--- src/rtl/seg7_pkg.sv ---
// Shared constants for the seven-segment capture path.
// Latency: none (constants only).
// Backpressure: none.
// Contents: active-low glyph patterns {g,f,e,d,c,b,a} for hex 0..F,
// the blank glyph, and segment bit positions on the 8-bit segment bus.
package seg7_pkg;

   // Segment bit positions on the {dp,g,f,e,d,c,b,a} bus
   localparam int SEG_A  = 0;
   localparam int SEG_B  = 1;
   localparam int SEG_C  = 2;
   localparam int SEG_D  = 3;
   localparam int SEG_E  = 4;
   localparam int SEG_F  = 5;
   localparam int SEG_G  = 6;
   localparam int SEG_DP = 7;

   // Active-low glyphs, same table the display decoder drives
   localparam logic [6:0] GLYPH_0 = 7'h40;
   localparam logic [6:0] GLYPH_1 = 7'h79;
   localparam logic [6:0] GLYPH_2 = 7'h24;
   localparam logic [6:0] GLYPH_3 = 7'h30;
   localparam logic [6:0] GLYPH_4 = 7'h19;
   localparam logic [6:0] GLYPH_5 = 7'h12;
   localparam logic [6:0] GLYPH_6 = 7'h02;
   localparam logic [6:0] GLYPH_7 = 7'h78;
   localparam logic [6:0] GLYPH_8 = 7'h00;
   localparam logic [6:0] GLYPH_9 = 7'h10;
   localparam logic [6:0] GLYPH_A = 7'h08;
   localparam logic [6:0] GLYPH_B = 7'h03;
   localparam logic [6:0] GLYPH_C = 7'h46;
   localparam logic [6:0] GLYPH_D = 7'h21;
   localparam logic [6:0] GLYPH_E = 7'h06;
   localparam logic [6:0] GLYPH_F = 7'h0E;

   localparam logic [6:0] SEG_BLANK = 7'h7F;

endpackage

--- src/rtl/seg7_capture_if.sv ---
// Display-bus observation interface: pins in, reconstructed display state out.
// Latency: none (wiring only).
// Backpressure: none; the display bus is free-running.
// master: drives clear/an/seg, observes results. slave: the capture block.
interface seg7_capture_if #(
   parameter int DIGITS = 8
);
   logic                  clear;
   logic [DIGITS-1:0]     an;
   logic [7:0]            seg;
   logic [4*DIGITS-1:0]   value;
   logic [DIGITS-1:0]     dp_out;
   logic [DIGITS-1:0]     digit_valid;
   logic                  bad_pattern;
   logic                  frame_done;

   modport master (
      output clear, an, seg,
      input  value, dp_out, digit_valid, bad_pattern, frame_done
   );

   modport slave (
      input  clear, an, seg,
      output value, dp_out, digit_valid, bad_pattern, frame_done
   );
endinterface

--- src/rtl/seg7_encoder.sv ---
// Glyph-to-nibble encoder: inverse of the hex-to-seven-segment decoder.
// Latency: combinational.
// Backpressure: none.
// Ports: glyph_i (active-low {g..a}), valid_o (hex glyph), blank_o (all off),
// nibble_o (hex value, 0 when not valid).
module seg7_encoder
   import seg7_pkg::*;
(
   input  logic [6:0] glyph_i,
   output logic       valid_o,
   output logic       blank_o,
   output logic [3:0] nibble_o
);

   always_comb begin
      valid_o  = 1'b1;
      blank_o  = 1'b0;
      nibble_o = 4'h0;
      case (glyph_i)
         GLYPH_0: nibble_o = 4'h0;
         GLYPH_1: nibble_o = 4'h1;
         GLYPH_2: nibble_o = 4'h2;
         GLYPH_3: nibble_o = 4'h3;
         GLYPH_4: nibble_o = 4'h4;
         GLYPH_5: nibble_o = 4'h5;
         GLYPH_6: nibble_o = 4'h6;
         GLYPH_7: nibble_o = 4'h7;
         GLYPH_8: nibble_o = 4'h8;
         GLYPH_9: nibble_o = 4'h9;
         GLYPH_A: nibble_o = 4'hA;
         GLYPH_B: nibble_o = 4'hB;
         GLYPH_C: nibble_o = 4'hC;
         GLYPH_D: nibble_o = 4'hD;
         GLYPH_E: nibble_o = 4'hE;
         GLYPH_F: nibble_o = 4'hF;
         SEG_BLANK: begin
            valid_o = 1'b0;
            blank_o = 1'b1;
         end
         default: valid_o = 1'b0;
      endcase
   end

endmodule

--- src/rtl/seg7_capture.sv ---
// Reconstructs hex digits, decimal points and validity from a multiplexed active-low display bus.
// Latency: outputs update SETTLE+2 edges after new pin values are first registered.
// Backpressure: none; dwells shorter than SETTLE+2 edges are ignored.
// Ports: clk, rst (async, active-high), bus (slave): clear/an/seg in;
// value/dp_out/digit_valid out, bad_pattern/frame_done one-cycle pulses.
module seg7_capture
   import seg7_pkg::*;
#(
   parameter int DIGITS = 8,
   parameter int SETTLE = 4
)(
   input  logic           clk,
   input  logic           rst,
   seg7_capture_if.slave  bus
);

   localparam logic [3:0] SETTLE_C = 4'(SETTLE);

   logic [DIGITS-1:0]   an_q, an_p_q;
   logic [7:0]          seg_q, seg_p_q;
   logic [3:0]          cnt_q, cnt_d;
   logic                sampled_q, sampled_d;
   logic [4*DIGITS-1:0] value_q, value_d;
   logic [DIGITS-1:0]   dp_q, dp_d;
   logic [DIGITS-1:0]   valid_q, valid_d;
   logic [DIGITS-1:0]   mask_q, mask_d;
   logic                bad_q, bad_d;
   logic                frame_q, frame_d;

   logic [DIGITS-1:0]   sel_oh;
   logic                onehot;
   logic                stable;
   logic                sample;
   logic                enc_valid;
   logic                enc_blank;
   logic [3:0]          enc_nib;

   seg7_encoder u_enc (
      .glyph_i  (seg_q[6:0]),
      .valid_o  (enc_valid),
      .blank_o  (enc_blank),
      .nibble_o (enc_nib)
   );

   // Selected digit as a positive one-hot vector
   assign sel_oh = ~an_q;
   assign onehot = $onehot(sel_oh);
   assign stable = ({an_q, seg_q} == {an_p_q, seg_p_q});
   // Stability is re-checked here so a pin change on the sampling edge never
   // pairs a new anode with an old count.
   assign sample = stable && (cnt_q == SETTLE_C) && !sampled_q && onehot;

   always_comb begin
      cnt_d     = cnt_q;
      sampled_d = sampled_q;
      value_d   = value_q;
      dp_d      = dp_q;
      valid_d   = valid_q;
      mask_d    = mask_q;
      bad_d     = 1'b0;
      frame_d   = 1'b0;

      if (!stable) begin
         cnt_d     = 4'd0;
         sampled_d = 1'b0;
      end else if (cnt_q != SETTLE_C) begin
         cnt_d = cnt_q + 4'd1;
      end

      if (sample) begin
         sampled_d = 1'b1;
         for (int i = 0; i < DIGITS; i++) begin
            if (sel_oh[i]) begin
               if (enc_valid) begin
                  value_d[4*i +: 4] = enc_nib;
                  valid_d[i]        = 1'b1;
                  dp_d[i]           = ~seg_q[SEG_DP];
                  mask_d[i]         = 1'b1;
               end else if (enc_blank) begin
                  valid_d[i] = 1'b0;
                  dp_d[i]    = ~seg_q[SEG_DP];
                  mask_d[i]  = 1'b1;
               end else begin
                  valid_d[i] = 1'b0;
               end
            end
         end
         bad_d = !enc_valid && !enc_blank;
         // Mask never rests at all-ones, so completion only fires on the
         // sample that fills the last hole.
         if (&mask_d) begin
            frame_d = 1'b1;
            mask_d  = '0;
         end
      end
   end

   always_ff @(posedge clk or posedge rst) begin
      if (rst) begin
         an_q      <= '0;
         seg_q     <= '0;
         an_p_q    <= '0;
         seg_p_q   <= '0;
         cnt_q     <= '0;
         sampled_q <= 1'b0;
         value_q   <= '0;
         dp_q      <= '0;
         valid_q   <= '0;
         mask_q    <= '0;
         bad_q     <= 1'b0;
         frame_q   <= 1'b0;
      end else if (bus.clear) begin
         an_q      <= '0;
         seg_q     <= '0;
         an_p_q    <= '0;
         seg_p_q   <= '0;
         cnt_q     <= '0;
         sampled_q <= 1'b0;
         value_q   <= '0;
         dp_q      <= '0;
         valid_q   <= '0;
         mask_q    <= '0;
         bad_q     <= 1'b0;
         frame_q   <= 1'b0;
      end else begin
         an_q      <= bus.an;
         seg_q     <= bus.seg;
         an_p_q    <= an_q;
         seg_p_q   <= seg_q;
         cnt_q     <= cnt_d;
         sampled_q <= sampled_d;
         value_q   <= value_d;
         dp_q      <= dp_d;
         valid_q   <= valid_d;
         mask_q    <= mask_d;
         bad_q     <= bad_d;
         frame_q   <= frame_d;
      end
   end

   assign bus.value       = value_q;
   assign bus.dp_out      = dp_q;
   assign bus.digit_valid = valid_q;
   assign bus.bad_pattern = bad_q;
   assign bus.frame_done  = frame_q;

endmodule

--- src/flat_wrapper.sv ---
// flat-port wrapper written by rule: the top's interface ports become plain ports
module seg7_capture_flat import seg7_pkg::*;
#(
   parameter int DIGITS = 8,
   parameter int SETTLE = 4
)
  (clk, rst, bus_clear, bus_an, bus_seg, bus_value, bus_dp_out, bus_digit_valid, bus_bad_pattern, bus_frame_done);
  seg7_capture_if #(.DIGITS(DIGITS)) bus_i ();
  input  logic clk;
  input  logic rst;
  input wire logic [$bits(bus_i.clear)-1:0] bus_clear;
  input wire logic [$bits(bus_i.an)-1:0] bus_an;
  input wire logic [$bits(bus_i.seg)-1:0] bus_seg;
  output wire logic [$bits(bus_i.value)-1:0] bus_value;
  output wire logic [$bits(bus_i.dp_out)-1:0] bus_dp_out;
  output wire logic [$bits(bus_i.digit_valid)-1:0] bus_digit_valid;
  output wire logic [$bits(bus_i.bad_pattern)-1:0] bus_bad_pattern;
  output wire logic [$bits(bus_i.frame_done)-1:0] bus_frame_done;
  assign bus_i.clear = bus_clear;
  assign bus_i.an = bus_an;
  assign bus_i.seg = bus_seg;
  assign bus_value = bus_i.value;
  assign bus_dp_out = bus_i.dp_out;
  assign bus_digit_valid = bus_i.digit_valid;
  assign bus_bad_pattern = bus_i.bad_pattern;
  assign bus_frame_done = bus_i.frame_done;
  seg7_capture #(.DIGITS(DIGITS), .SETTLE(SETTLE)) u_core (.clk(clk), .rst(rst), .bus(bus_i));
endmodule
--- config.mk ---
export PLATFORM = sky130hd
export DESIGN_NAME = seg7_capture_flat
export DESIGN_NICKNAME = d
export VERILOG_FILES = /design/src/rtl/seg7_pkg.sv /design/src/rtl/seg7_capture_if.sv /design/src/rtl/seg7_encoder.sv /design/src/rtl/seg7_capture.sv /design/src/flat_wrapper.sv
export SDC_FILE = /design/constraint.sdc
export NUM_CORES = 1
export LEC_CHECK = 0
export BUFFER_PORTS_ARGS = -buffer_cell sky130_fd_sc_hd__buf_2
export CAP_MARGIN = 20
export CORE_MARGIN = 2
export CORE_UTILIZATION = 62
export CTS_CLUSTER_SIZE = 12
export DETAILED_ROUTE_END_ITERATION = 6
export PLACE_DENSITY_LB_ADDON = 0.12
export SLEW_MARGIN = 25
export SYNTH_ARGS = -nofsm -noshare
export SYNTH_HDL_FRONTEND = slang
export SYNTH_SLANG_ARGS = --single-unit
--- constraint.sdc ---
create_clock -name clk -period 11.35 [get_ports clk]
set_input_delay 1.7025 -clock clk [delete_from_list [all_inputs] [get_ports clk]]
set_output_delay 1.7025 -clock clk [all_outputs]
set_load 0.02 [all_outputs]
==> qor.yml <==
run_status:
  status: "finished clean"
pwr:
  p_int_mw: 0.505
  powerDensity_mw_per_mm2: 133
  vdd_drop_max_mv: 0.0929
  p_leak_nw: 2.42
  seq_power_share_pct: 51.7
  switching_power_mw: 0.206
  power_frac_clock_pct: 32.3
  switching_share_pct: 29.0
  combPwrFrac_pct: 16.0
detailed_routing:
  first_iter_violations: 306
  drt-total-wl_um: 11600
  via_per_inst: 6.25
  num_vias: 3929
  first_pass_iters: 5
  ant_nets: 0
  drc: 0
  wl_per_cell_um: 18.5
sta:
  slew_headroom_pct: 44.4
  hold_violations: 0
  fin_hold_ws_ps: 536
  slew_violations: 0
  finClkSkew_ps: 11.7
  final-setup-viol-count: 0
  min_period_ps: 4620
  fin_crit_sh_pct: 40.7
  fmax_mhz: 217
  tns_ps: 0
  worst_pin_slew_ps: 831
  rsz0062_at_grt: "no"
synthesis:
  synth_compound_area_share_pct: 17.3
  synth-simple-area-share_pct: 18.7
  synth_top_family_by_area: "simple AND/OR/NAND/NOR gates"
  synthMuxAreaShare_pct: 0
  syn_inst: 477
  synth-adder-area-share_pct: 3.77
  syn_area_sq_mm: 0.00477
  ys.flop_type: "dfrtp_1"
  ys_warn_count: 0
  synth-xor-area-share_pct: 3.49
  yosysTopAreaCell: "dfrtp_1"
  syn-num-nets: 508
  synth_top_area_share_pct: 49.8
  synth-seq-area-share_pct: 49.8
  synth_seq_cells: 95
  ys_types: 49
  synth.area.top_cells: "dfrtp_1, o32ai_1, inv_1, xnor2_1, nand2_1"
  synth_edf_count: 0
  synth_area_per_cell_sq_um: 10.0
  postSynth.asyncResetShare_pct: 100
critical_path:
  start_kind: "register"
  slowest_stage: "dfrtp_1"
  critPathCaptureType: "register"
  path_class: "reg2reg"
  cp.required_ps: 11570
  crit_path_cell_trace: "inv_1 -> ha_1 -> fa_1 -> inv_1 -> fa_1 -> inv_1 -> ha_1 -> fa_1 -> or4b_1 -> nor3_2 -> a21oi_2 -> buf_4 -> o21ai_0 -> o41ai_1"
  critical_path.max_stage_delay_ps: 530
  path_buf_inv: 4
  arrival_ps: 4830
  worstPathMaxFanout: 36
  worstSetupStartpoint: "u_core.an_q[3]"
  rr_worst_depth: 14
  crit_family: "adder cells"
  reg2reg_from: "u_core.an_q[3]"
  cp.depth: 14
placement:
  hpwl_um: 8010
  dp.cells: 614
  placed_area_sq_mm: 0.00514
  place.gp.congestion: 0.853
  port_buffers: 68
floorplanning:
  ios: 69
  die_w_um: 91.8
  dieArea_sq_mm: 0.00842
  rows: 31
  dieHeight_um: 91.8
  core_area_sq_mm: 0.00737
  start_util_pct: 64.8
clock_network:
  cts_setup_buffers: 0
  cts_buffer_depth: 2
  tritoncts: "built"
  cts_buffers: 9
  clockRootBuffer: "clkbuf_8"
  holdBufCountCts: 0
  path_clk_slew_ps: 90
  post_cts_resized: 0
  cts.sinks: 95
  insertion_delay_ps: 360
  h-tree-depth: 3
layout:
  final_cells: 629
  final_util_pct: 72.6
  num-fill-cells: 543
  antenna-diode-count: 0
  syn_to_final_growth_pct: 12.1
  fin_nets: 557
  final_cell_area_sq_mm: 0.00535
  drive_gt1_share_pct: 19.1
global_route:
  antenna_found_initial: 0
  grt_pass1_wl_um: 19600
  grtUsageTotal_pct: 29.5
  grt-ovfl-total: 0
  grt_pass1_vias: 3801
  grt_max_degree: 92
hold_path:
  worstHoldStart: "u_core.bus.digit_valid[4]"
  holdPathStages: 2
  min_path_type: "reg2reg"
run:
  cap_violations: 0
-- worst min-delay path: stages, from the launching register on --
cell and delay (ps):
dfrtp_1 360, o21ai_0 80, o41ai_1 60
-- logic make-up (layout without fill, tap and decap cells) --
logic type | Yosys count | in the layout
compound gates | 102 | 102
xor+xnor | 19 | 19
fa+ha+maj | 12 | 12
buf+inv | 85 | 138
flops | 95 | 95
simple gates | 164 | 164
-- power groups by stage --
stage | logic, mW | registers [mW] | clock network, mW
6_report | 0.114 | 0.368 | 0.230
5_1_grt | 0.126 | 0.370 | 0.247
4_1_cts | 0.114 | 0.367 | 0.232
3_5_place_dp | 0.113 | 0.374 | 0
3_3_place_gp | 0.109 | 0.373 | 0
2_1_floorplan | 0.0757 | 0.377 | 0
-- flip-flops by register name (all words and copies together), names as in the netlist --
name	cells
u_core.seg_p_q	8
u_core.an_q	8
u_core.bus.frame_done	1
u_core.bus.value	32
u_core.bus.bad_pattern	1
u_core.bus.digit_valid	8
u_core.bus.dp_out	8
u_core.seg_q	8
u_core.cnt_q	4
u_core.an_p_q	8
u_core.mask_q	8
u_core.sampled_q	1
-- cells in the final DEF, fill, tap and decap left out, drive strengths merged, types with 15 or more instances in the layout --
cell type and instances:
dfrtp 95, nor2 34, nor3 15, inv 49
xnor2 18, nor2b 23, nand2 41, o32ai 32
buf 73
-- per-layer routing --
| metal | wire length [um] | track usage, % | up-vias |
|---|---|---|---|
| li1 | - | - | 1802 |
| met1 | 5250 | 43.7 | 1935 |
| met2 | 5380 | 45.3 | 177 |
| met3 | 820 | 5.01 | 15 |
| met4 | 178 | 8.83 | 0 |
| met5 | 0 | 0 | - |
-- synthesized netlist by cell type (all sizes together) (6+ instances only) --
master   n
clkbuf  24
nor3    15
a21oi    9
xnor2   18
o32ai   32
ha       8
nor2b   23
nand3   11
buf     11
nor4     7
inv     50
nand4    9
dfrtp   95
and3     6
o21ai   10
a211oi  11
o41ai    9
a221o    6
nor2    34
nand2   41
a2111o   8
-- path summary, 6_finish.rpt --
check | slack, ps | endpoint
worst min register to register | 540 | u_core.bus.digit_valid[4]
worst max register to register | 6730 | u_core.bus.digit_valid[7]
min in group asynchronous | 1180 | u_core.bus.value[23]
worst max-delay path | 6730 | u_core.bus.digit_valid[7]
max in group asynchronous | 9170 | u_core.bus.bad_pattern
worst min-delay path | 540 | u_core.bus.digit_valid[4]
-- cell type report --
class | instances | area (sq um) | area share, %
multi-input combinational | 297 | 2070 | 38.7
inverter | 50 | 189 | 3.53
clock buffer | 11 | 151 | 2.83
sequential | 95 | 2380 | 44.4
clock inverter | 4 | 55.1 | 1.03
timing repair buffer | 73 | 382 | 7.13
tap | 99 | 124 | 2.32
-- through the flow --
step / power [mW] / worst slack (ps)
finish: 0.711 / 6730
global route: 0.743 / 6500
CTS: 0.713 / 6760
detailed placement: 0.487 / 6810
global placement: 0.483 / 6920
floorplan: 0.453 / 7090
No activity file was read; power rests on OpenSTA's default activity.
